File: src/rtl/button_conditioner_pkg.sv
// Shared types and timing constants for the pushbutton conditioner.
package button_conditioner_pkg;

  typedef enum logic [1:0] {
    S_IDLE         = 2'd0,
    S_PRESS_WAIT   = 2'd1,
    S_PRESSED      = 2'd2,
    S_RELEASE_WAIT = 2'd3
  } btn_state_e;

  // 50 MHz defaults: 10 ms debounce, 500 ms hold, 100 ms repeat
  localparam int unsigned DEF_DEBOUNCE_CYCLES = 500000;
  localparam int unsigned DEF_HOLD_CYCLES     = 25000000;
  localparam int unsigned DEF_REPEAT_CYCLES   = 5000000;

  // Counter width wide enough for the largest timing constant plus a spare bit
  function automatic int unsigned cnt_width(input int unsigned a,
                                            input int unsigned b,
                                            input int unsigned c);
    int unsigned m;
    m = a;
    if (b > m) m = b;
    if (c > m) m = c;
    return $clog2(m) + 1;
  endfunction

endpackage

File: src/rtl/sync_2ff.sv
// Two-flop synchronizer for an asynchronous, idle-high input.
module sync_2ff (
  input  logic clk,
  input  logic reset,
  input  logic d,
  output logic q
);

  logic meta;

  always_ff @(posedge clk or negedge reset) begin
    if (!reset) begin
      meta <= 1'b1;
      q    <= 1'b1;
    end else begin
      meta <= d;
      q    <= meta;
    end
  end

endmodule

File: src/rtl/button_conditioner.sv
// Debounces an active-low pushbutton and produces press/release/auto-repeat strobes.
module button_conditioner
  import button_conditioner_pkg::*;
#(
  parameter int unsigned DEBOUNCE_CYCLES = DEF_DEBOUNCE_CYCLES,
  parameter int unsigned HOLD_CYCLES     = DEF_HOLD_CYCLES,
  parameter int unsigned REPEAT_CYCLES   = DEF_REPEAT_CYCLES,
  parameter bit          REPEAT_EN       = 1'b1
) (
  input  logic       clk,
  input  logic       reset,
  input  logic       button_n,
  output logic       level,
  output logic       press_pulse,
  output logic       release_pulse,
  output logic       repeat_pulse,
  output logic [7:0] press_count
);

  localparam int unsigned CW = cnt_width(DEBOUNCE_CYCLES, HOLD_CYCLES, REPEAT_CYCLES);
  localparam logic [CW-1:0] ONE = CW'(1);
  // The sample that enters a wait state is the first of the run, so the
  // wait state finishes when its counter reaches DEBOUNCE_CYCLES-2.
  localparam logic [CW-1:0] DB_DONE = CW'((DEBOUNCE_CYCLES > 1) ? DEBOUNCE_CYCLES - 2 : 0);
  localparam bit DB_SINGLE = (DEBOUNCE_CYCLES == 1);

  logic          btn_s;
  btn_state_e    state;
  logic [CW-1:0] db_cnt;
  logic [CW-1:0] hold_cnt;
  logic [CW-1:0] hold_inc_c;
  logic [CW-1:0] hold_target_c;
  logic          repeating;
  logic          press_evt_c;
  logic          release_evt_c;

  sync_2ff u_sync (
    .clk   (clk),
    .reset (reset),
    .d     (button_n),
    .q     (btn_s)
  );

  // Debounce run completes on this edge
  assign press_evt_c   = !btn_s && ((state == S_IDLE && DB_SINGLE) ||
                                    (state == S_PRESS_WAIT && db_cnt == DB_DONE));
  assign release_evt_c =  btn_s && ((state == S_PRESSED && DB_SINGLE) ||
                                    (state == S_RELEASE_WAIT && db_cnt == DB_DONE));

  always_ff @(posedge clk or negedge reset) begin
    if (!reset) begin
      state         <= S_IDLE;
      db_cnt        <= '0;
      level         <= 1'b0;
      press_pulse   <= 1'b0;
      release_pulse <= 1'b0;
      press_count   <= '0;
    end else begin
      press_pulse   <= press_evt_c;
      release_pulse <= release_evt_c;
      if (press_evt_c) begin
        level       <= 1'b1;
        press_count <= press_count + 8'd1;
      end
      if (release_evt_c) level <= 1'b0;

      case (state)
        S_IDLE: begin
          if (!btn_s) begin
            state  <= DB_SINGLE ? S_PRESSED : S_PRESS_WAIT;
            db_cnt <= '0;
          end
        end
        S_PRESS_WAIT: begin
          if (btn_s) begin
            state  <= S_IDLE;
            db_cnt <= '0;
          end else if (press_evt_c) begin
            state  <= S_PRESSED;
            db_cnt <= '0;
          end else begin
            db_cnt <= db_cnt + ONE;
          end
        end
        S_PRESSED: begin
          if (btn_s) begin
            state  <= DB_SINGLE ? S_IDLE : S_RELEASE_WAIT;
            db_cnt <= '0;
          end
        end
        S_RELEASE_WAIT: begin
          if (!btn_s) begin
            state  <= S_PRESSED;
            db_cnt <= '0;
          end else if (release_evt_c) begin
            state  <= S_IDLE;
            db_cnt <= '0;
          end else begin
            db_cnt <= db_cnt + ONE;
          end
        end
        default: begin
          state  <= S_IDLE;
          db_cnt <= '0;
        end
      endcase
    end
  end

  // Hold timer restarts at each repeat so it never needs to exceed the largest period
  assign hold_inc_c    = hold_cnt + ONE;
  assign hold_target_c = repeating ? CW'(REPEAT_CYCLES) : CW'(HOLD_CYCLES);

  always_ff @(posedge clk or negedge reset) begin
    if (!reset) begin
      hold_cnt     <= '0;
      repeating    <= 1'b0;
      repeat_pulse <= 1'b0;
    end else begin
      repeat_pulse <= 1'b0;
      if (press_evt_c || release_evt_c || !level) begin
        hold_cnt  <= '0;
        repeating <= 1'b0;
      end else if (hold_inc_c == hold_target_c) begin
        hold_cnt     <= '0;
        repeating    <= 1'b1;
        repeat_pulse <= REPEAT_EN;
      end else begin
        hold_cnt <= hold_inc_c;
      end
    end
  end

endmodule

File: config.mk
export PLATFORM = sky130hd
export DESIGN_NAME = button_conditioner
export DESIGN_NICKNAME = d
export VERILOG_FILES = /design/src/rtl/button_conditioner_pkg.sv /design/src/rtl/sync_2ff.sv /design/src/rtl/button_conditioner.sv
export SDC_FILE = /design/constraint.sdc
export NUM_CORES = 1
export LEC_CHECK = 0
export CAP_MARGIN = 40
export CORE_UTILIZATION = 40
export DETAILED_ROUTE_END_ITERATION = 16
export GPL_ROUTABILITY_DRIVEN = 1
export PLACE_DENSITY = 0.65
export REMOVE_ABC_BUFFERS = 1
export SYNTH_ARGS = -nofsm -noshare
export SYNTH_HDL_FRONTEND = slang
export SYNTH_SLANG_ARGS = --single-unit
export TNS_END_PERCENT = 20
File: constraint.sdc
create_clock -name clk -period 6.44 [get_ports clk]
set_input_delay 1.288 -clock clk [delete_from_list [all_inputs] [get_ports clk]]
set_output_delay 1.288 -clock clk [all_outputs]
set_load 0.01 [all_outputs]
* Word-level counts from Yosys, hierarchy flattened
Cells that the tools add are included.
** Word-level totals
- Register bits :: 69
- Bits in latches :: 0
- Bits in writable memories :: 0
- Bits in read-only memories :: 0
- Word-level logic and storage cells :: 59
- Memories :: 0
** Cells by class
- Add/subtract/negate cells :: 3
- $mul :: 0
- Divide/modulo/power cells :: 0
- $lt $le $gt $ge :: 0
- Equal/unequal tests :: 9
- Shift operators :: 0
- Multiplexer cells :: 23
- Bitwise logic cells :: 0
- Reductions and logical operators :: 13
** Operators by type and width (count)
- $mux W26 :: 8
- $pmux W26 S4 :: 1
- $add A26 B1 Y26 const B :: 2
- $eq A26 B19 Y1 const B :: 1
- $eq A26 B25 Y1 :: 1
- $mux W25 :: 1
- $mux W2 :: 6
- $add A8 B1 Y8 const B :: 1
- $pmux W2 S4 :: 1
- $mux W1 :: 6
- $eq A2 B2 Y1 const B :: 2
- $logic_and A1 B1 Y1 :: 4
- $reduce_and A4 Y1 :: 1
- $reduce_bool A2 Y1 :: 2
- $ne A3 B2 Y1 const B :: 1
- $ne A3 B3 Y1 const B :: 1
- $eq A2 B1 Y1 const B :: 1
- $logic_not A1 Y1 :: 2
- $logic_not A2 Y1 :: 1
- $logic_or A1 B1 Y1 :: 2
- $ne A2 B1 Y1 const B :: 1
- $ne A2 B2 Y1 const B :: 1
- $reduce_and A2 Y1 :: 1

* Depth between registers and ports, before layout
Gate-level depths: netlist (run 1).
- Depth after elaboration :: 6
- Gate-level depth with buffers :: 9
- Gate-level depth less buffers :: 8

* By module
A second synthesis (run 1) with hierarchy kept.
** Unflattened totals
- Cells, all modules :: 428
- Area total of the unflattened synthesis :: 3873.7 µm²
** By module, submodules not included
- button_conditioner :: times used 1, cells an instance 426, area an instance 3821.2 µm²
- sync_2ff :: times used 1, cells an instance 2, area an instance 52.6 µm²

* Worst setup path before layout (run 1)
OpenSTA, ideal clock, no wires.
- Path kind :: reg2reg
- Start :: reg hold_cnt[8]
- End :: reg hold_cnt[18]
- Data arrival time :: 2.350 ns
- Setup slack :: 3.941 ns
- Cell stages (with the launch flop) :: 10
- Path buffers :: 3
- Period minus slack after synthesis :: 2.499 ns
- Cell sequence :: dfrtp_1 > buf_2 > nand4_4 > or4_1 > buf_2 > or3_4 > a2bb2o_4 > nor3_4 > buf_4 > a211oi_1
** Between the ends
- Word-level cells in the longest chain between the ends :: 4
** Ends and longest elaborated chain
- from (decl) :: RTL line button_conditioner.sv:30 : logic [CW-1:0] hold_cnt;
- from (signal assigned) :: RTL line button_conditioner.sv:129 : hold_cnt <= hold_inc_c;
- $add A26 B1 Y26 * :: RTL line button_conditioner.sv:111 : assign hold_inc_c = hold_cnt + ONE;
- $eq A26 B25 Y1 :: RTL line button_conditioner.sv:124 : end else if (hold_inc_c == hold_target_c) begin
- $mux W26 * :: RTL line button_conditioner.sv:124
- $mux W26 * :: RTL line button_conditioner.sv:121 : if (press_evt_c || release_evt_c || !level) begin
Every way passes the cells marked *; elsewhere a longest branch is shown, timed or not.
A chain may end at the register's enable or synchronous reset.

* Final worst setup path (run 1)
- Start :: reg hold_cnt[3]
- End :: reg hold_cnt[19]
The elaborated chain is that of the path after synthesis.

==> results.json, run 1 <==
{
  "maxSlewHeadroom_pct": 49.4,
  "numCtsBuffers": 9,
  "die_h_um": 102,
  "final_area_um2": 4470,
  "startpoint": "hold_cnt[3]$_DFF_PN0_",
  "hp-start": "u_sync.meta$_DFF_PN1_",
  "hold_ws_ns": 0.360,
  "postSynthCellCount": 442,
  "drive_gt1_share_pct": 9.43,
  "synth_edf_count": 0,
  "cts_tree": "yes",
  "critPathLaunchType": "flip-flop",
  "vias": 3369,
  "cts_hold_buf": 0,
  "rsz0062_at_grt": "false",
  "setup_violations": 0,
  "clkTransAtPathRegs_ns": 0.08,
  "async_flop_share_pct": 100,
  "worst_clock_skew_ns": 0.0101,
  "hold_viol_final": 0,
  "ant_nets": 0,
  "yosys_warnings": 0,
  "synth_top_area_share_pct": 42.2,
  "arrival_ns": 3.46,
  "core_area_um2": 9680,
  "dieArea_um2": 10300,
  "antenna_found_initial": 0,
  "post_dp_cell_area_um2": 4280,
  "critPathCaptureType": "flip-flop",
  "power_w": 0.000814,
  "grt_overflow_total": 0,
  "tightestPinTransition_ns": 0.757,
  "clkLatencyLatePin_ns": 0.35,
  "r2r_start": "hold_cnt[3]$_DFF_PN0_",
  "finalMaxSlewViolations": 0,
  "initial_utilization_pct": 41.0,
  "die_w_um": 102,
  "dp_hpwl_um": 6450,
  "antenna_cells": 0,
  "p_per_area_nw_per_um2": 182,
  "routed_via_density": 5.72,
  "grt_max_degree": 45,
  "post-route-min-period_ns": 3.28,
  "drt-initial-drc-count": 135,
  "avgSynthCellArea_um2": 8.99,
  "synth.top_cells.by_area": "dfrtp_1, o21ai_0, nand2_1",
  "cts-root-buf": "clkbuf_8",
  "drt-total-wl_um": 9030,
  "final_cell_mix": "dfrtp_1, nand2_1, o21ai_0",
  "worst-path-max-fanout": 12,
  "place_congestion": 0.893,
  "stdcell_count": 589,
  "port_buffers": 14,
  "min_path_type": "flip-flop to flip-flop",
  "yosys_register_bits": 69,
  "max_freq_mhz": 305,
  "drv_cap": 0,
  "tns_ns": 0,
  "peakVddDrop_mv": 0.108,
  "syn_area_um2": 3970,
  "p_leak_nw": 1.70,
  "required_ns": 6.62,
  "yosysTopAreaCell": "dfrtp_1",
  "grt_use_total_pct": 18.7,
  "cts_resized": 0,
  "detail_route.wl_per_cell_um": 15.3,
  "place_inst": 573,
  "drt_pass1_iterations": 4,
  "status": "completed",
  "fin_crit_sh_pct": 50.9,
  "post_cts_buffers": 0,
  "critPathKind": "flip-flop to flip-flop",
  "ys_seq_area_share_pct": 43.5,
  "clockBufferDepth": 2,
  "syn_to_final_growth_pct": 12.4,
  "h-tree-depth": 3,
  "grt_pass1_wl_um": 15200,
  "grt_pass1_vias": 3174,
  "rows": 36,
  "ys_types": 59,
  "drc_errors": 0,
  "ys.flop_type": "dfrtp_1",
  "io_pins": 15,
  "clock-sinks": 69,
  "nNetsFinal": 458,
  "mostFrequentLayoutCell": "dfrtp_1"
}
## layout make-up
type / instances / area (um^2)
multi-input combinational: 343 / 2130
tap: 133 / 166
inverter: 7 / 26.3
clock buffer: 10 / 128
fill: 927 / 5220
sequential: 69 / 1730
clock inverter: 6 / 63.8
timing repair buffer: 21 / 223
## where the power goes
part	switching (W)	internal, W	total [W]
sequential	0.00000249	0.000436	0.000438
combinational	0.0000197	0.00000911	0.0000288
clock	0.000169	0.000178	0.000347
total	0.000191	0.000623	0.000814
## cells in the mapped netlist, types with 3 or more instances
cell and count:
and3_1 10, dfrtp_1 67, nor2b_1 4, nand2_1 54, xor2_1 14, nor3_1 7, clkbuf_1 14, nor2_1 41
nor4_1 13, a21oi_1 5, or3_1 3, a31oi_1 6, o21ai_0 47, inv_1 7, o21bai_1 3, and2_1 3
nand4_1 19, ha_1 4, a211oi_1 8, buf_2 6, o22ai_1 3, xnor2_1 21, o31ai_1 4, and4_1 7
nor4bb_1 3, or4_1 3, nor4b_1 6, nand3_1 19
## per-stage QoR
stage | worst slack, ns | utilization (%)
6_report | 3.16 | 46.1
3_5_place_dp | 3.22 | 44.2
5_1_grt | 2.94 | 46.1
4_1_cts | 3.21 | 46.1
2_1_floorplan | 3.57 | -
3_3_place_gp | 3.30 | 43.5
## critical path, cell delays in order, from the launching register on
cell	delay, ns
dfrtp_1	0.47
nand4_1	0.42
or4_1	0.82
xor2_1	0.26
o211ai_1	0.24
nor2_1	0.65
a2111oi_0	0.24
## flip-flops by register name, summed over array words and instances (netlist names), named ones only
register / flops
db_cnt: 26
hold_cnt: 26
level: 1
press_count: 8
press_pulse: 1
release_pulse: 1
repeat_pulse: 1
repeating: 1
state: 1
u_sync.meta: 1
u_sync.q: 1
## cells by family after synthesis
| kind of cell | Yosys count | synth area share [%] |
|---|---|---|
| buffers and inverters | 30 | 3.12 |
| AOI/OAI and AO/OA | 94 | 15.1 |
| DFF | 69 | 43.5 |
| adders and majority gates | 4 | 1.26 |
| xor gates and xnor gates | 35 | 7.71 |
| muxes | 4 | 1.07 |
| and+or+nand+nor | 206 | 28.2 |
## worst paths after layout
| check | end | slack [ns] | depth (start not counted) |
|---|---|---|---|
| min in group asynchronous | hold_cnt[10]$_DFF_PN0_ | 0.93 | 2 |
| worst min register to register | u_sync.q$_DFF_PN1_ | 0.36 | 0 |
| max in group asynchronous | hold_cnt[18]$_DFF_PN0_ | 4.97 | 3 |
| worst max-delay path | hold_cnt[19]$_DFF_PN0_ | 3.16 | 6 |
| worst min-delay path | u_sync.q$_DFF_PN1_ | 0.36 | 0 |
| worst max register to register | hold_cnt[19]$_DFF_PN0_ | 3.16 | 6 |
## metal layers
layer / vias up / track usage [%] / routed length [um] / part of all wire, %
li1: 1638 / - / - / -
met2: 68 / 29.7 / 4260 / 47
met3: 19 / 3.73 / 313 / 3.5
met1: 1644 / 25.3 / 4280 / 47
met4: 0 / 6.91 / 179 / 2.0
met5: - / 0 / 0 / 0
Power figures use the tool's default switching activity.
==> inputs of run 2 (changes only) <==
- clock period: 6.44 -> 3.4 ns (I/O delays scaled with it)
==> results.json, run 2 (synthesis results as in run 1) <==
{
  "antenna_cells": 0,
  "dp_hpwl_um": 6280,
  "antenna_found_initial": 0,
  "rsz0062_at_grt": "false",
  "cts_resized": 0,
  "die_h_um": 102,
  "p_leak_nw": 1.72,
  "ant_nets": 0,
  "clkTransAtPathRegs_ns": 0.07,
  "final_area_um2": 4460,
  "critPathCaptureType": "flip-flop",
  "rows": 36,
  "clock-sinks": 69,
  "grt_use_total_pct": 19.0,
  "clkLatencyLatePin_ns": 0.35,
  "p_per_area_nw_per_um2": 337,
  "min_path_type": "input port to async pin",
  "tightestPinTransition_ns": 0.616,
  "grt_overflow_total": 0,
  "drt-initial-drc-count": 145,
  "critical_path.max_stage_delay_ns": 0.66,
  "cts_hold_buf": 0,
  "place_inst": 577,
  "detail_route.wl_per_cell_um": 15.2,
  "cts_tree": "yes",
  "setup_slack_ns": 0.410,
  "critPathKind": "flip-flop to flip-flop",
  "mostFrequentLayoutCell": "dfrtp_1",
  "maxSlewHeadroom_pct": 58.6,
  "die_w_um": 102,
  "worst-path-max-fanout": 14,
  "max_freq_mhz": 334,
  "grt_max_degree": 70,
  "peakVddDrop_mv": 0.163,
  "fin_crit_sh_pct": 87.9,
  "drv_cap": 0,
  "cpMaxStageDelayCell": "or4_1",
  "worst_clock_skew_ns": 0.00996,
  "finalMaxSlewViolations": 0,
  "drc_errors": 0,
  "core_area_um2": 9680,
  "io_pins": 15,
  "post_dp_cell_area_um2": 4280,
  "stdcell_count": 593,
  "reg_top3": "db_cnt (26), hold_cnt (26), press_count (8)",
  "h-tree-depth": 3,
  "initial_utilization_pct": 41.0,
  "setup_violations": 0,
  "status": "completed",
  "drt-total-wl_um": 9040,
  "nNetsFinal": 462,
  "arrival_ns": 3.17,
  "post_cts_buffers": 0,
  "numCtsBuffers": 9,
  "dpl_worst_slack_ns": 0.444,
  "drt_pass1_iterations": 5,
  "hold_ws_ns": 0.322,
  "routed_via_density": 5.77,
  "post-route-min-period_ns": 2.99,
  "startpoint": "hold_cnt[2]$_DFF_PN0_",
  "final_cell_mix": "dfrtp_1, nand2_1, o21ai_0",
  "required_ns": 3.58,
  "place_congestion": 0.904,
  "r2r_start": "hold_cnt[2]$_DFF_PN0_",
  "critPathLaunchType": "flip-flop",
  "tns_ns": 0,
  "port_buffers": 14,
  "clockBufferDepth": 2,
  "vias": 3421,
  "hold_viol_final": 0,
  "path_cells": "nand3_1 -> or4_1 -> or3_4 -> a2bb2o_4 -> nor3_4 -> a2111oi_0",
  "drive_gt1_share_pct": 9.57,
  "grt_pass1_vias": 3186,
  "grt_pass1_wl_um": 15300,
  "dieArea_um2": 10300,
  "cts-root-buf": "clkbuf_8",
  "syn_to_final_growth_pct": 12.3
}
[run 2: final timing paths]
check,endpoint,slack (ns),depth (start not counted)
worst max-delay path,hold_cnt[19]$_DFF_PN0_,0.41,6
worst min-delay path,hold_cnt[10]$_DFF_PN0_,0.32,2
worst max register to register,hold_cnt[19]$_DFF_PN0_,0.41,6
worst min register to register,u_sync.q$_DFF_PN1_,0.36,0
max in group asynchronous,u_sync.q$_DFF_PN1_,2.71,2
min in group clk,u_sync.q$_DFF_PN1_,0.36,0
[run 2: power breakdown]
group / switching (W) / total [W] / internal (W)
Clock: 0.000298 / 0.000623 / 0.000325
Combinational: 0.0000362 / 0.0000501 / 0.0000139
Sequential: 0.00000466 / 0.000830 / 0.000825
[run 2: final cells by class]
| cell class | instances | area [um^2] |
|---|---|---|
| timing repair buffer | 25 | 230 |
| inverter | 7 | 26.3 |
| multi-input combinational | 343 | 2130 |
| sequential | 69 | 1730 |
| tap | 133 | 166 |
| clock buffer | 15 | 176 |
| clock inverter | 1 | 5.00 |
| fill | 900 | 5220 |
[run 2: worst max-delay path, delay by kind of cell, from the launching register on]
family	cells	cell delay [ns]
and+or+nand+nor	4	1.88
DFF	1	0.49
AOI/OAI and AO/OA	2	0.44
[run 2: layer usage]
metal | track usage [%] | part of all wire, %
met2 | 31.0 | 48
met5 | 0 | 0
met1 | 24.2 | 46
met3 | 4.07 | 4.7
met4 | 8.25 | 2.2
[run 2: per-stage QoR]
| stage | util, % | total power, W |
|---|---|---|
| floorplan | - | 0.000865 |
| global placement | 44.2 | 0.000896 |
| detailed placement | 44.2 | 0.000897 |
| CTS | 46.1 | 0.00152 |
| global route | 46.1 | 0.00158 |
| finish | 46.1 | 0.00150 |
==> inputs of run 3 (changes only) <==
- REMOVE_ABC_BUFFERS: 1 -> unset
- SETUP_SLACK_MARGIN: unset -> 0.3
==> results.json, run 3 (synthesis results as in run 1) <==
{
  "status": "completed",
  "die_w_um": 102,
  "clkTransAtPathRegs_ns": 0.07,
  "drt-initial-drc-count": 169,
  "numCtsBuffers": 9,
  "clockBufferDepth": 2,
  "hold_depth": 0,
  "timing.critical_path.mode_cell": "buf_4",
  "drt-total-wl_um": 8880,
  "min_path_type": "flip-flop to flip-flop",
  "h-tree-depth": 3,
  "timing.critical_path.buf_inv": 2,
  "setup_violations": 0,
  "cpMaxStageDelayCell": "dfrtp_1",
  "detail_route.wl_per_cell_um": 15.0,
  "path_cells": "nand4_1 -> buf_4 -> nor4_1 -> buf_4 -> nor3b_1 -> a2bb2o_4 -> nor3_4 -> a2111oi_0",
  "nFillCells": 929,
  "drv_cap": 0,
  "syn_to_final_growth_pct": 12.3,
  "drt_pass1_iterations": 4,
  "mostFrequentLayoutCell": "dfrtp_1",
  "worst-path-max-fanout": 14,
  "routed_via_density": 5.70,
  "core_area_um2": 9680,
  "final_cell_mix": "dfrtp_1, nand2_1, o21ai_0",
  "grt_overflow_total": 0,
  "reg_top3": "db_cnt (26), hold_cnt (26), press_count (8)",
  "worst_clock_skew_ns": 0.0104,
  "arrival_ns": 3.10,
  "p_per_area_nw_per_um2": 338,
  "antenna_cells": 0,
  "grt_pass1_wl_um": 15200,
  "critPathCaptureType": "flip-flop",
  "crit_cells": 8,
  "r2r_slack_ns": 0.48,
  "rsz0062_at_grt": "false",
  "clkLatencyLatePin_ns": 0.35,
  "cts-root-buf": "clkbuf_8",
  "vias": 3376,
  "synth_nets": 449,
  "r2r_start": "hold_cnt[3]$_DFF_PN0_",
  "postLayoutCoreUtil_pct": 46.1,
  "r2r_cells": 8,
  "critPathCapture": "hold_cnt[6]$_DFF_PN0_",
  "maxSlewHeadroom_pct": 45.0,
  "stdcell_count": 592,
  "post_dp_cell_area_um2": 4270,
  "rows": 36,
  "startpoint": "hold_cnt[3]$_DFF_PN0_",
  "nNetsFinal": 461,
  "antenna_found_initial": 0,
  "cpLargestDelayFamily": "simple AND/OR/NAND/NOR gates",
  "critical_path.max_stage_delay_ns": 0.46,
  "fin_crit_sh_pct": 85.8,
  "die_h_um": 102,
  "grt_max_degree": 37,
  "ant_nets": 0,
  "drc_errors": 0,
  "r2r-end": "hold_cnt[6]$_DFF_PN0_",
  "power_w": 0.00151,
  "finalMaxSlewViolations": 0,
  "drive_gt1_share_pct": 10.2,
  "tightestPinTransition_ns": 0.824,
  "place_inst": 576,
  "clock-sinks": 69,
  "cts_hold_buf": 0,
  "grt_pass1_vias": 3084,
  "grt_use_total_pct": 18.9,
  "post-route-min-period_ns": 2.92,
  "place_congestion": 0.898,
  "p_leak_nw": 1.71,
  "final_area_um2": 4460,
  "dieArea_um2": 10300,
  "port_buffers": 14,
  "dp_hpwl_um": 6190,
  "cts_tree": "yes",
  "hold_viol_final": 0,
  "io_pins": 15,
  "max_freq_mhz": 343,
  "tns_ns": 0,
  "critPathKind": "flip-flop to flip-flop",
  "critPathLaunchType": "flip-flop",
  "initial_utilization_pct": 41.0,
  "peakVddDrop_mv": 0.160,
  "required_ns": 3.58
}
[run 3: changes by cell type in the layout (fill, tap and decap cells not counted), sizes merged]
cell,before,now
buf,12,11
clkbuf,15,11
clkinvlp,0,2
clkinv,1,2
inv,7,8
[run 3: metrics by stage]
step | hold slack [ns] | setup WS (ns)
2_1_floorplan | 0.345 | 0.901
3_3_place_gp | 0.346 | 0.598
3_5_place_dp | 0.347 | 0.500
4_1_cts | 0.357 | 0.474
5_1_grt | 0.364 | 0.346
6_report | 0.357 | 0.484
[run 3: power breakdown]
part	switching (W)	total (W)	leakage (nW)	internal, W
sequential	0.00000478	0.000830	0.954	0.000825
combinational	0.0000357	0.0000494	0.667	0.0000137
clock	0.000326	0.000631	0.0917	0.000305
[run 3: worst min path at each step]
stage,startpoint,to,slack (ns)
CTS,u_sync.meta$_DFF_PN1_,u_sync.q$_DFF_PN1_,0.36
global placement,u_sync.meta$_DFF_PN1_,u_sync.q$_DFF_PN1_,0.35
global route,u_sync.meta$_DFF_PN1_,u_sync.q$_DFF_PN1_,0.36
finish,u_sync.meta$_DFF_PN1_,u_sync.q$_DFF_PN1_,0.36
detailed placement,u_sync.meta$_DFF_PN1_,u_sync.q$_DFF_PN1_,0.35
floorplan,u_sync.meta$_DFF_PN1_,u_sync.q$_DFF_PN1_,0.35
[run 3: layout make-up]
class | count | area (um^2) | area share, %
well taps | 133 | 166 | 3.73
multi-input cells | 343 | 2130 | 47.8
repair buffers | 24 | 223 | 4.99
inverters | 7 | 26.3 | 0.589
clock buffers | 11 | 151 | 3.39
flip-flops and latches | 69 | 1730 | 38.7
clock inverters | 5 | 33.8 | 0.757
[run 3: layer usage]
metal / GRT usage (%) / vias to the layer above / part of all wire [%] / routed length (um)
met3: 4.35 / 19 / 3.8 / 334
met1: 25.6 / 1635 / 48 / 4230
met2: 29.0 / 79 / 46 / 4110
li1: - / 1643 / - / -
met5: 0 / - / 0 / 0
met4: 7.92 / 0 / 2.2 / 199
[run 3: repair_timing]
action | 4_1_cts | 5_1_grt
resized for setup | 0 | 1
buffers inserted | 0 | 0
endpoints found under the setup margin | 0 | 2
